==> src/rtl/rca_wb_serializer.sv <==
// Buffers RCA writeback bundles in a small FIFO and drains each bundle as a
// sequence of single-register writebacks over a valid/ack handshake.
module rca_wb_serializer #(
    parameter int XLEN            = 32,
    parameter int NUM_WRITE_PORTS = 2,
    parameter int ID_W            = 3,
    parameter int ADDR_W          = 5,
    parameter int DEPTH           = 4
) (
    input  logic                                    clk,
    input  logic                                    rst,
    input  logic                                    rca_done,
    input  logic [ID_W-1:0]                         rca_id,
    input  logic [NUM_WRITE_PORTS-1:0][XLEN-1:0]    rca_rd,
    input  logic [NUM_WRITE_PORTS-1:0][ADDR_W-1:0]  rca_dest_addr,
    input  logic [NUM_WRITE_PORTS-1:0]              rca_dest_we,
    output logic                                    rca_issue_ok,
    output logic                                    wb_valid,
    output logic [ID_W-1:0]                         wb_id,
    output logic [ADDR_W-1:0]                       wb_addr,
    output logic [XLEN-1:0]                         wb_data,
    output logic                                    wb_we,
    output logic                                    wb_last,
    input  logic                                    wb_ack,
    output logic                                    overflow_err
);

    localparam int NWP   = NUM_WRITE_PORTS;
    localparam int PTR_W = $clog2(DEPTH);
    localparam int CNT_W = PTR_W + 1;

    typedef enum logic [0:0] {
        ST_IDLE  = 1'b0,
        ST_DRAIN = 1'b1
    } state_t;

    logic [ID_W-1:0]                id_mem_q   [DEPTH];
    logic [NWP-1:0][XLEN-1:0]       rd_mem_q   [DEPTH];
    logic [NWP-1:0][ADDR_W-1:0]     addr_mem_q [DEPTH];
    logic [NWP-1:0]                 we_mem_q   [DEPTH];

    state_t             state_q, state_d;
    logic [NWP-1:0]     mask_q, mask_d;
    logic [PTR_W-1:0]   wr_ptr_q, wr_ptr_d;
    logic [PTR_W-1:0]   rd_ptr_q, rd_ptr_d;
    logic [CNT_W-1:0]   count_q, count_d;
    logic               overflow_q, overflow_d;

    logic [PTR_W-1:0]   rd_ptr_nx_s;
    logic [NWP-1:0]     low_s;
    logic [NWP-1:0]     rest_s;
    logic               last_s;
    logic               valid_s;
    logic               full_s;
    logic               push_s;
    logic               pop_s;
    logic [ADDR_W-1:0]  beat_addr_s;
    logic [XLEN-1:0]    beat_data_s;

    // Current beat selection: lowest remaining write-enable bit of the head entry.
    always_comb begin
        valid_s     = (state_q == ST_DRAIN);
        rd_ptr_nx_s = rd_ptr_q + PTR_W'(1);
        low_s       = mask_q & (~mask_q + NWP'(1));
        rest_s      = mask_q & ~low_s;
        last_s      = (rest_s == {NWP{1'b0}});
        beat_addr_s = {ADDR_W{1'b0}};
        beat_data_s = {XLEN{1'b0}};
        for (int i = 0; i < NWP; i++) begin
            beat_addr_s = beat_addr_s | (low_s[i] ? addr_mem_q[rd_ptr_q][i] : {ADDR_W{1'b0}});
            beat_data_s = beat_data_s | (low_s[i] ? rd_mem_q[rd_ptr_q][i]   : {XLEN{1'b0}});
        end
    end

    // Push/pop decisions, pointer/count bookkeeping and sticky overflow.
    always_comb begin
        full_s     = (count_q == CNT_W'(DEPTH));
        pop_s      = valid_s && wb_ack && last_s;
        push_s     = rca_done && (!full_s || pop_s);
        wr_ptr_d   = push_s ? (wr_ptr_q + PTR_W'(1)) : wr_ptr_q;
        rd_ptr_d   = pop_s ? rd_ptr_nx_s : rd_ptr_q;
        count_d    = count_q + CNT_W'(push_s) - CNT_W'(pop_s);
        overflow_d = overflow_q || (rca_done && !push_s);
        // The RCA needs one cycle from issue to done, so reserve the last slot.
        rca_issue_ok = (count_q < CNT_W'(DEPTH - 1)) ||
                       ((count_q == CNT_W'(DEPTH - 1)) && !rca_done);
    end

    // Drain FSM: reloads the working mask whenever a new head becomes current.
    always_comb begin
        state_d = state_q;
        mask_d  = mask_q;
        case (state_q)
            ST_IDLE: begin
                if (push_s) begin
                    state_d = ST_DRAIN;
                    mask_d  = rca_dest_we;
                end else begin
                    mask_d  = {NWP{1'b0}};
                end
            end
            ST_DRAIN: begin
                if (wb_ack) begin
                    if (!last_s) begin
                        mask_d = rest_s;
                    end else if (count_q > CNT_W'(1)) begin
                        mask_d = we_mem_q[rd_ptr_nx_s];
                    end else if (push_s) begin
                        mask_d = rca_dest_we;
                    end else begin
                        state_d = ST_IDLE;
                        mask_d  = {NWP{1'b0}};
                    end
                end else begin
                    mask_d = mask_q;
                end
            end
            default: begin
                state_d = ST_IDLE;
                mask_d  = {NWP{1'b0}};
            end
        endcase
    end

    // Writeback port, driven only from registered state.
    always_comb begin
        wb_valid     = valid_s;
        wb_id        = valid_s ? id_mem_q[rd_ptr_q] : {ID_W{1'b0}};
        wb_addr      = valid_s ? beat_addr_s : {ADDR_W{1'b0}};
        wb_data      = valid_s ? beat_data_s : {XLEN{1'b0}};
        wb_we        = valid_s && (mask_q != {NWP{1'b0}});
        wb_last      = valid_s && last_s;
        overflow_err = overflow_q;
    end

    // Control state registers with synchronous reset.
    always_ff @(posedge clk) begin
        if (rst) begin
            state_q    <= ST_IDLE;
            mask_q     <= {NWP{1'b0}};
            wr_ptr_q   <= {PTR_W{1'b0}};
            rd_ptr_q   <= {PTR_W{1'b0}};
            count_q    <= {CNT_W{1'b0}};
            overflow_q <= 1'b0;
        end else begin
            state_q    <= state_d;
            mask_q     <= mask_d;
            wr_ptr_q   <= wr_ptr_d;
            rd_ptr_q   <= rd_ptr_d;
            count_q    <= count_d;
            overflow_q <= overflow_d;
        end
    end

    // Bundle storage; contents are only meaningful for occupied entries.
    always_ff @(posedge clk) begin
        if (push_s) begin
            id_mem_q[wr_ptr_q]   <= rca_id;
            rd_mem_q[wr_ptr_q]   <= rca_rd;
            addr_mem_q[wr_ptr_q] <= rca_dest_addr;
            we_mem_q[wr_ptr_q]   <= rca_dest_we;
        end
    end

endmodule

==> config.mk <==
export PLATFORM = sky130hd
export DESIGN_NAME = rca_wb_serializer
export DESIGN_NICKNAME = d
export VERILOG_FILES = /design/src/rtl/rca_wb_serializer.sv
export SDC_FILE = /design/constraint.sdc
export NUM_CORES = 1
export LEC_CHECK = 0
export ABC_AREA = 1
export CORE_MARGIN = 1.5
export CORE_UTILIZATION = 47
export DETAILED_ROUTE_END_ITERATION = 10
export GPL_ROUTABILITY_DRIVEN = 0
export PLACE_DENSITY = 0.74
export SYNTH_ARGS = -nofsm -noshare
export SYNTH_HDL_FRONTEND = slang
export SYNTH_SLANG_ARGS = --single-unit
==> constraint.sdc <==
create_clock -name clk -period 5.2 [get_ports clk]
set_input_delay 1.3 -clock clk [delete_from_list [all_inputs] [get_ports clk]]
set_output_delay 1.3 -clock clk [all_outputs]
set_load 0.01 [all_outputs]
==> results by stage, run 1 <==
Timing:
- The routed design could run at a clock period as short as 4.47 ns.
- Setup violations remaining at the end of the flow were counted as 0.
- For the pin with the worst max-slew slack, the measured transition is 0.943 ns.
- In this run the tightest slew margin relative to its limit is 37.1%.
- The final clock period utilization by the worst path is 86.0%.
- The number of max-slew violations in the final report was 0.
- The final count of hold timing violations is 0.
- Setup repair after global routing left no endpoint under its margin.
- Derived from the worst setup path, the maximum achievable clock frequency is 224 MHz.
- The clock arrives with 0.0110 ns of skew.

Detailed routing:
- The wire length per cell is 20.5 µm.
- Summing over every cut layer, the via total after detailed routing is 8419.
- The top metal layer carrying routed signals is met5.
- In the routed layout, each cell is associated on average with a via count of 5.67.
- Wires add up to 30.4 mm.
- After the first detailed-routing iteration, the DRC count stood at 863.
- In the routed design, unresolved DRC markers number 0.
- The amount of wire on met2 after detailed routing is 15.3 mm.
- The final antenna-violating net count is 0.
- The number of iterations in the first detailed-routing pass is 6.
- In the final routing, the length of wire on met1 measures 12.0 mm.
- The wire length on met3 is 2.21 mm.

Global routing:
- The remaining global-route overflow is 0.
- The largest net degree at the start of global routing is 110.
- The number of global-route vias before repair is 8390.
- The initial antenna violation count is 6.
- The first global-routing pass estimated 46.4 mm of wire.
- In the global route stage, overall resource usage came out at 21.3%.

Synthesis:
- The sequential share of the synthesized area is 75.0%.
- Counting every instance in the synthesized netlist gives 996.
- The number of register bits inferred by synthesis is 329.
- The distinct cell type count after synthesis is 31.
- For this run, the leading register cell type out of synthesis is edfxtp_1.
- The share of synthesized flip-flops with an asynchronous set or reset is 0%.
- The mean instance size in the synthesized netlist is 13.0 µm².
- When the netlist entered floorplanning its net count stood at 1089.
- After synthesis the cells add up to 0.0130 mm².
- In this run, synthesis inferred 316 flip-flops with an integrated enable.
- The yosys synthesis warning count is 0.

Hold path:
- The worst hold-check path type is flop to flop.

Setup path:
- The biggest cell delay along the critical path is 0.73 ns.
- The slowest stage of the critical path belongs to the cell buf_4.
- The worst setup path is captured at an output port.
- Traced cell by cell, the critical path runs through clkinv_4 > buf_4 > o21ai_0 > o22ai_1 > nand2_1 > a21oi_1 > clkdlybuf4s50_1.
- The kind of cell with the highest combined delay on the critical path is buffers and inverters.
- Data on the critical path is required at its endpoint by 3.90 ns.
- The total buffers and inverters traversed by the critical path is 3.
- The peak fanout along the critical path is 92.
- STA classifies the critical path startpoint as a flop.
- STA puts the critical path data arrival time at 3.17 ns.
- The start-to-end type of the worst setup path is flop to output port.

Finish:
- The finished cells cover 0.0157 mm².
- Cells with a size suffix above 1 make up 7.73% of the layout.
- The post-layout utilization of the core is 58.2%.
- For this run, the number of standard cells in the final layout without fillers is 1484.
- The net count of the finished layout is 1207.
- The fill cell instance count of the final layout is 2127.
- The area added between synthesis and finish is 21.1%.

Floorplan:
- The effective utilization at floorplan is 48.1%.
- The horizontal extent of the die is 169 µm.
- The die area is 0.0287 mm².
- The total area inside the core boundary comes to 0.0270 mm².
- 128 I/O pins were placed.
- The cell row count is 60.
- The die is 169 µm tall.

Power and ir drop:
- The worst IR drop on VDD is 0.238 mV.
- The overall power of the completed layout is 6590 µW.
- The leakage dissipation is 0.00515 µW.
- In this run the power density over the cells is 419 mW/mm².

Clocking:
- The clock tree from TritonCTS is done.
- In this run the deepest clock path goes through 3 buffers.
- The CTS buffer count is 34.
- CTS built an H-tree with a depth of 2.
- The number of hold buffers added after CTS was 0.
- The tree is rooted in a clkbuf_16.
- In this run, post-CTS repair resized a total of 0 instances.
- The number of post-CTS setup repair buffers is 0.
- The CTS sink count is 329.
- The clock network latency to the later pin of the worst-skew pair is 0.51 ns.
- Clock-pin slew was measured on the worst setup and hold paths at 0.06 ns.

Run status:
- The run finished with clean final reports.

Placed design:
- Once placement completed, the tool counted placed cells totaling 1419.
- Summing all placed instances gives a cell area of 0.0146 mm².
- During placement, the flow inserted port buffers numbering 127.
- Detailed placement finished with a half-perimeter wire length of 17.0 mm.

Job:
- Across the run, the number of max-cap violations was 0.
==> worst register-to-register path, stage by stage (launching register included) <==
cell and delay [ns]:
dfxtp_1 0.36, buf_4 0.53, nand2_1 0.16, nand3_2 0.16
nand2_1 0.12, nand2_2 0.27, ha_1 0.19, inv_1 0.04
ha_1 0.19, fa_1 0.41, xor2_1 0.16, nor2_1 0.05
==> cell families (layout without fill, tap and decap cells) <==
family,after synthesis,in the layout,synth area share (%)
flip-flops,329,329,75.0
AO/OA/AOI/OAI,286,286,12.0
other,0,5,0
XOR/XNOR,1,1,0.0674
AND/OR/NAND/NOR,285,285,8.42
adder cells (fa/ha/maj),10,10,1.02
buffers and inverters,85,227,3.43
==> cells in the final DEF, fill, tap and decap left out, types with 7 or more instances in the layout <==
| cell | synthesis | routed |
|---|---|---|
| dfxtp_1 | 13 | 11 |
| a21oi_2 | 9 | 9 |
| nor2_1 | 174 | 170 |
| buf_4 | 2 | 10 |
| buf_12 | 0 | 7 |
| clkinv_1 | 1 | 7 |
| clkinv_2 | 0 | 7 |
| a21oi_1 | 41 | 41 |
| clkdlybuf4s50_1 | 0 | 127 |
| ha_1 | 9 | 9 |
| o21ai_0 | 157 | 157 |
| nand2_1 | 101 | 101 |
| clkbuf_16 | 0 | 37 |
| inv_1 | 20 | 20 |
| o22ai_1 | 75 | 75 |
| edfxtp_1 | 316 | 316 |
==> where the power goes <==
| group | internal [µW] | total [µW] | leakage (µW) | switching (µW) |
|---|---|---|---|---|
| logic | 315 | 902 | 0.00160 | 587 |
| registers | 3170 | 3240 | 0.00300 | 70.0 |
| clock network | 1490 | 2450 | 0.000554 | 962 |
==> path summary, 6_finish.rpt <==
check	start	slack, ns	cells after the start	end
worst min register to register	overflow_err	0.45	2	overflow_err
worst max-delay path	flop	0.73	7	wb_data[2]
worst min-delay path	overflow_err	0.45	2	overflow_err
worst max register to register	mask_q[0]	2.45	11	count_q[2]
==> cells in the mapped netlist, types with 2 or more instances <==
| cell | n | area, µm² |
|---|---|---|
| clkbuf_2 | 7 | 35.0 |
| nand4_1 | 2 | 12.5 |
| clkbuf_1 | 17 | 63.8 |
| dfxtp_1 | 13 | 260 |
| nand2_1 | 101 | 379 |
| o21ai_0 | 157 | 786 |
| buf_4 | 2 | 15.0 |
| buf_2 | 27 | 135 |
| nand3_1 | 4 | 20.0 |
| a21oi_2 | 9 | 78.8 |
| nor2_1 | 174 | 653 |
| inv_1 | 20 | 75.1 |
| edfxtp_1 | 316 | 9490 |
| o22ai_1 | 75 | 469 |
| ha_1 | 9 | 113 |
| buf_6 | 8 | 90.1 |
| a21oi_1 | 41 | 205 |
==> per-stage QoR <==
step | hold slack (ns) | setup slack (ns) | TNS (ns)
floorplan | 0.474 | -0.294 | -92.83
global placement | 0.442 | 1.08 | 0
detailed placement | 0.452 | 1.08 | 0
CTS | 0.458 | 0.763 | 0
global route | 0.495 | 0.492 | 0
finish | 0.454 | 0.728 | 0
==> layer usage <==
layer  vias up  track usage [%]
met1      4141             26.2
met4         4             7.46
met2       333             37.6
li1       3882                -
met5         -                0
met3        59             4.31
==> state kept, by name, indices dropped and copies added, names as in the netlist, named ones only <==
name,cells
addr_mem_q,40
overflow_err,1
wb_valid,1
we_mem_q,8
rd_ptr_q,2
id_mem_q,12
rd_mem_q,256
wr_ptr_q,2
mask_q,2
count_q,3
==> layout make-up <==
type / instances / area (µm²) / share of cell area (%)
diodes: 5 / 12.5 / 0.0795
clock buffers: 41 / 941 / 5.98
clock inverters: 19 / 193 / 1.22
inverters: 23 / 91.3 / 0.580
multi-input cells: 582 / 2830 / 18.0
flip-flops and latches: 329 / 9750 / 62.0
well taps: 341 / 427 / 2.71
repair buffers: 144 / 1490 / 9.45
Power figures use the tool's default switching activity.
==> run 2: changes to the inputs <==
Settings changed: GPL_TIMING_DRIVEN set to 0.
==> results by stage, run 2 (synthesized netlist as in run 1, its figures left out) <==
Global routing:
- The number of global-route vias before repair came to 8418.
- The initial antenna violation count is 2.
- After global routing the overflow that remains totals 0.
- Entering global routing, the biggest net connects 29 pins.
- Across every metal layer, demand over resource in global routing totals 22.1%.
- The first global-routing pass estimated 47.6 mm of wire.

Job:
- The total of max-cap violations is 0.

Detailed routing:
- Summing over every cut layer, the via total after detailed routing is 8675.
- In the routed design, unresolved DRC markers number 0.
- For this block, the routed nets add up to 31.7 mm of wire.
- The pre-antenna-repair detailed-routing pass consisted of 5 iterations.
- The wire length per cell is 20.8 µm.
- In this run, the number of DRC markers left after iteration 0 of detailed routing was 1014.
- The detail route stage leaves a number of antenna-violating nets equal to 0.
- Dividing the detail-routed via count by the number of cells gives 5.67.

Setup path:
- On the critical path, the stage with the largest delay is an instance of clkdlybuf4s50_1.
- In this design, the stage delay of the slowest critical-path cell is 0.61 ns.
- The capturing element of the worst setup path is wb_data[29].
- In this run the critical register-to-register path is captured at addr_mem_q[1][3].
- The total buffers and inverters traversed by the critical path is 4.
- The worst setup path is launched from a flop.
- The start-to-end type of the worst setup path is flop to output port.
- The worst reg2reg path depth is 7.
- The peak fanout along the critical path is 10.
- The cell that appears most often on the critical path is buf_2.
- At the worst endpoint, the arrival time is 3.10 ns.
- The slack of the worst reg-to-reg path is 2.44 ns.
- The kind of cell with the highest combined delay on the critical path is buffers and inverters.
- Walking the worst path, the cells encountered are inv_2 > buf_2 > buf_2 > o21ai_0 > o22ai_1 > nand2_1 > a21oi_1 > clkdlybuf4s50_1.
- The startpoint of the worst-slack reg-to-reg timing path is mask_q[1].
- The required time of the critical path is 3.90 ns.
- The endpoint type of the worst setup path is an output port.
- The count of cell instances traversed by the critical path is 8.

Clocking:
- The cell at the root of the clock tree is clkbuf_16.
- The number of levels in the clock H-tree is 1.
- The clock network latency to the later pin of the worst-skew pair is 0.56 ns.
- The number of hold buffers added after cts is 0.
- After clock tree synthesis, the clock-pin slew on the worst setup and hold paths is 0.06 ns.
- The number of post-CTS setup repair buffers is 0.
- No sink is reached through more buffers than the 3 on the longest clock path.
- CTS saw 329 sinks.
- The clock tree from TritonCTS is done.
- In this run, post-CTS repair resized a total of 0 instances.
- The CTS buffer count is 31.

Floorplan:
- During I/O placement, the number of pins put on the boundary was 128.
- The overall die height is 169 µm.
- The effective utilization at floorplan is 48.1%.
- After floorplanning, the core was divided into 60 placement rows.
- The floorplan step defined a core boundary enclosing 0.0270 mm².
- The horizontal extent of the die is 169 µm.
- The die area is 0.0287 mm².

Placed design:
- The half-perimeter wire length after placement is 20.9 mm.
- Timing analysis after detailed placement gives a worst setup slack of 1.08 ns.
- The number of buffer cells added on primary ports is 126.
- After detailed placement, the total cell area comes to 0.0149 mm².

Power and ir drop:
- The switching fraction of total power is 25.9%.
- The part of the power in the clock network is 32.6%.
- The power density over cell area is 397 mW/mm².
- Internal power comes to 4650 µW.
- IR analysis of the VDD net gives a maximum drop of 0.239 mV.
- The analysis attributes to cell leakage a power of 0.00525 µW.
- The sequential fraction of design power is 51.4%.
- Power comes to 6280 µW.
- Summed over all nets, the switching power comes to 1620 µW.
- Combinational logic burns 16.0% of the power.

Timing:
- Setup violations remaining at the end of the flow were counted as 0.
- The peak clock frequency supported by timing is 227 MHz.
- The final clock period utilization by the worst path is 84.7%.
- Clock skew on the completed layout was measured at 0.0148 ns.
- The clock period could shrink to 4.40 ns.
- The worst pin sits at a relative slew slack of 39.3%.
- The number of max-slew violations in the final report is 0.
- At the pin with the least slew margin, the transition time is 0.908 ns.
- Setup repair after global routing left no endpoint under its margin.
- The worst path meets setup with 0.797 ns of slack.
- The final count of hold timing violations was 0.

Finish:
- The number of flip-flops in the largest register is 256.
- The area added between synthesis and finish is 21.8%.
- The net count of the finished layout is 1258.
- The finished cells cover 0.0158 mm².
- The register with the highest flop count is rd_mem_q.
- Leaving out fill and tap cells, the most frequent cell in the layout is edfxtp_1.
- Leaving out fill and tap cells, the most frequent cells in the layout are edfxtp_1 (316), nor2_1 (170), o21ai_0 (157).
- The post-layout utilization of the core is 58.6%.
- The ratio of cells with drive above 1 in the final layout is 9.44%.
- In the final layout, the registers with the most flip-flops are rd_mem_q x256, addr_mem_q x40, id_mem_q x12.

Hold path:
- The worst hold-check path type is flop to flop.

Run status:
- The run finished with clean final reports.
==> run 2: worst min path at each step <==
stage                   end         start  slack (ns)  cells after the start
6_report       overflow_err  overflow_err        0.45                      2
4_1_cts        overflow_err  overflow_err        0.46                      2
3_3_place_gp   overflow_err  overflow_err        0.44                      2
3_5_place_dp   overflow_err  overflow_err        0.44                      2
2_1_floorplan  overflow_err  overflow_err        0.47                      2
5_1_grt        overflow_err  overflow_err        0.50                      2
==> run 2: stage by stage <==
stage | setup TNS, ns | cells | hold WS [ns]
detailed placement | 0 | 1473 | 0.443
finish | 0 | 1529 | 0.453
global route | 0 | 1527 | 0.502
CTS | 0 | 1527 | 0.456
global placement | -1086.90 | 1463 | 0.438
floorplan | -92.83 | 996 | 0.474
==> run 2: final cells by class <==
cell class | instances | area [µm²]
Fill cell | 2083 | 11200
Sequential cell | 329 | 9750
Multi-Input combinational cell | 582 | 2830
Timing Repair Buffer | 136 | 1470
Clock buffer | 37 | 798
Tap cell | 341 | 427
Buffer | 62 | 354
Clock inverter | 17 | 105
Inverter | 23 | 91.3
Antenna cell | 2 | 5.00
==> run 2: worst reg2reg max path, cell delays in order, from the launching register on <==
cell and delay (ns):
dfxtp_1 0.42, nand2_1 0.14, nand3_2 0.16, nand2_1 0.17, nand2_2 0.23, nor2_4 0.77
buf_12 0.30, buf_12 0.24
==> run 2: layer usage <==
| metal | vias to the layer above | part of all wire, % | GRT usage (%) | wire length, µm |
|---|---|---|---|---|
| li1 | 3977 | - | - | - |
| met1 | 4167 | 39 | 29.7 | 12400 |
| met2 | 474 | 48 | 37.3 | 15200 |
| met3 | 55 | 10 | 3.68 | 3200 |
| met4 | 2 | 2.7 | 6.58 | 855 |
| met5 | - | 0.022 | 0 | 7 |
==> run 2: power by group through the flow <==
stage / combinational, µW / clock (µW) / sequential, µW
finish: 1000 / 2050 / 3220
global route: 1100 / 2170 / 3240
CTS: 1010 / 2060 / 3220
detailed placement: 999 / 0 / 3280
global placement: 921 / 0 / 3330
floorplan: 545 / 0 / 3290
==> run 3: changes to the inputs <==
Settings changed: PLACE_DENSITY 0.74 to 0.72.
Clock period 5.2 ns to 4.5 ns, I/O delays scaled along.
==> results by stage, run 3 (synthesized netlist as in run 1, its figures left out) <==
Detailed routing:
- The mean number of vias per cell is 5.72.
- The final antenna-violating net count is 0.
- After detailed routing, the met2 layer carries 15.4 mm of wire.
- The top metal layer carrying routed signals is met5.
- The met1 layer wirelength in the final routing is 12.8 mm.
- Summing over every cut layer, the via total after detailed routing is 8763.
- The number of design-rule violations left by the first detailed-router iteration is 933.
- The number of iterations in the first detailed-routing pass is 5.
- The wire length per cell is 20.8 µm.
- The wire length on met3 is 2.72 mm.
- The post-detailed-route DRC marker count is 0.
- The overall routed net length is 31.9 mm.

Timing:
- The slew of the pin with the lowest slew margin is 0.908 ns.
- The setup clock skew after layout is 0.0146 ns.
- The number of max-slew violations in the final report came to 0.
- The final clock period utilization by the worst path is 92.0%.
- Setup violations remaining at the end of the flow were counted as 0.
- The final count of hold timing violations came to 0.
- The remaining max-slew budget at the tightest pin is 39.3%.
- Based on the critical path, the design can be clocked at up to 241 MHz.
- The final worst setup slack is 0.358 ns.
- After routing, the total negative slack on setup checks comes to 0 ns.
- Setup repair after global routing left no endpoint under its margin.
- Counting I/O delays and the setup requirement, the final critical path takes 4.14 ns.

Placed design:
- The half-perimeter wire length after placement is 21.0 mm.
- During placement, the flow inserted port buffers numbering 126.
- The worst slack at placement is 0.744 ns.
- The placed cell count is 1473.
- The instance area at placement is 0.0149 mm².

Setup path:
- The worst setup path is launched from a flop.
- STA classifies the critical path endpoint as an output port.
- The critical path goes through inv_2 > clkbuf_1 > o21ai_0 > o22ai_1 > nand2_1 > a21oi_1 > clkdlybuf4s50_1.
- The data arrival time of the critical path is 3.02 ns.
- The required time of the critical path is 3.38 ns.
- The peak fanout along the critical path is 10.
- The total buffers and inverters traversed by the critical path is 3.
- Grouping stages by cell kind, the critical path spends the most delay in buffers and inverters.
- The critical path is of the flop to output port type.
- The slack of the worst reg-to-reg path is 2.03 ns.
- On the critical path, the stage with the largest delay is an instance of clkdlybuf4s50_1.
- The biggest cell delay along the critical path is 0.62 ns.

Clocking:
- CTS built an H-tree with a depth of 2.
- Clock-pin slew was measured on the worst setup and hold paths at 0.05 ns.
- The buffer depth of the longest clock path is 3.
- The clock network latency to the later pin of the worst-skew pair is 0.50 ns.
- The number of hold buffers added after cts is 0.
- The CTS sink count is 329.
- The CTS buffer count is 35.
- TritonCTS built the clock tree.
- The post-cts sizing count is 0.
- The cell at the root of the clock tree is clkbuf_16.
- The number of post-CTS setup repair buffers is 0.

Finish:
- The repair_antennas step left the layout with diodes totalling 0.
- The post-route netlist has 10.2% of its cells at a drive strength greater than 1.
- Summing all non-filler instances in the final layout gives an area of 0.0161 mm².
- After the last flow step, the layout net total stands at 1262.
- The post-layout utilization of the core is 59.4%.
- The most common cell after layout, fill and taps aside is edfxtp_1.
- Counting flops per register, the top entry is rd_mem_q.
- Excluding fillers, the count of instances in the completed layout stands at 1532.
- The area added between synthesis and finish is 23.6%.
- Leaving out fill and tap cells, the most frequent cells in the layout are edfxtp_1 (316), nor2_1 (170), o21ai_0 (157).
- The number of flip-flops in the largest register is 256.
- The largest registers in the layout are rd_mem_q x256, addr_mem_q x40, id_mem_q x12.

Global routing:
- The wire length of the first global-routing pass is 47.1 mm.
- The remaining global-route overflow is 0.
- The combined global-route utilization of all metal layers is 22.2%.
- The initial antenna violation count came to 0.
- The number of global-route vias before repair is 8404.
- Entering global routing, the biggest net connects 30 pins.

Power and ir drop:
- In this run the power density over the cells is 481 mW/mm².
- IR analysis of the VDD net gives a maximum drop of 0.299 mV.
- The clock network is responsible for 36.7% of the overall power.
- Cell internal power was estimated by the tool at 5790 µW.
- The analysis attributes to cell leakage a power of 0.00536 µW.
- The analysis attributes to net switching a power of 1930 µW.
- The switching fraction of total power is 25.0%.
- The combinational power share is 15.1%.
- The sequential fraction of design power is 48.2%.

Hold path:
- The min-delay analysis places its worst path in the category flop to flop.

Floorplan:
- The effective utilization at floorplan is 48.1%.
- After floorplanning, the core was divided into 60 placement rows.
- Measured along the x axis, the die boundary spans 169 µm.
- The floorplan step set the die height to 169 µm.
- The die area is 0.0287 mm².
- In this run the standard cell core region covers 0.0270 mm².
- The I/O pin count is 128.

Job:
- Max-cap violations in this run came to 0.

Run status:
- The run finished with clean final reports.
## run 3: routing by layer
| layer | vias to the layer above | track usage [%] |
|---|---|---|
| met5 | - | 1.74 |
| met4 | 2 | 7.66 |
| met3 | 63 | 3.66 |
| met2 | 489 | 36.9 |
| met1 | 4213 | 29.8 |
| li1 | 3996 | - |
## run 3: cell type report
class | instances | area, µm²
fillers | 2092 | 11000
flip-flops and latches | 329 | 9750
multi-input cells | 582 | 2830
repair buffers | 136 | 1480
clock buffers | 44 | 952
well taps | 341 | 427
plain buffers | 62 | 354
clock inverters | 15 | 181
inverters | 23 | 91.3
## run 3: worst register-to-register path: stages (launching register included)
cell	delay [ns]
dfxtp_1	0.29
buf_2	0.15
nand2_1	0.09
nand3_2	0.16
nand2_1	0.17
nand2_2	0.21
nor2_4	0.74
buf_12	0.31
## run 3: metrics by stage
stage	total power, µW	hold WS [ns]
after floorplan	4430	0.474
after global placement	4910	0.444
after detailed placement	4950	0.454
after CTS	7750	0.465
after global routing	7990	0.481
final	7720	0.464
## run 3: final timing paths
path                          end    startpoint  cells past startpoint
setup / recovery      wb_data[29]          flop                      7
hold / removal       overflow_err  overflow_err                      2
setup reg to reg  rd_mem_q[0][10]     mask_q[0]                      7
hold reg to reg      overflow_err  overflow_err                      2
## run 3: power by group through the flow
stage | combinational (µW) | sequential (µW) | clock [µW]
floorplan | 630 | 3800 | 0
global placement | 1070 | 3840 | 0
detailed placement | 1160 | 3790 | 0
CTS | 1170 | 3720 | 2860
global route | 1270 | 3740 | 2980
finish | 1170 | 3720 | 2830
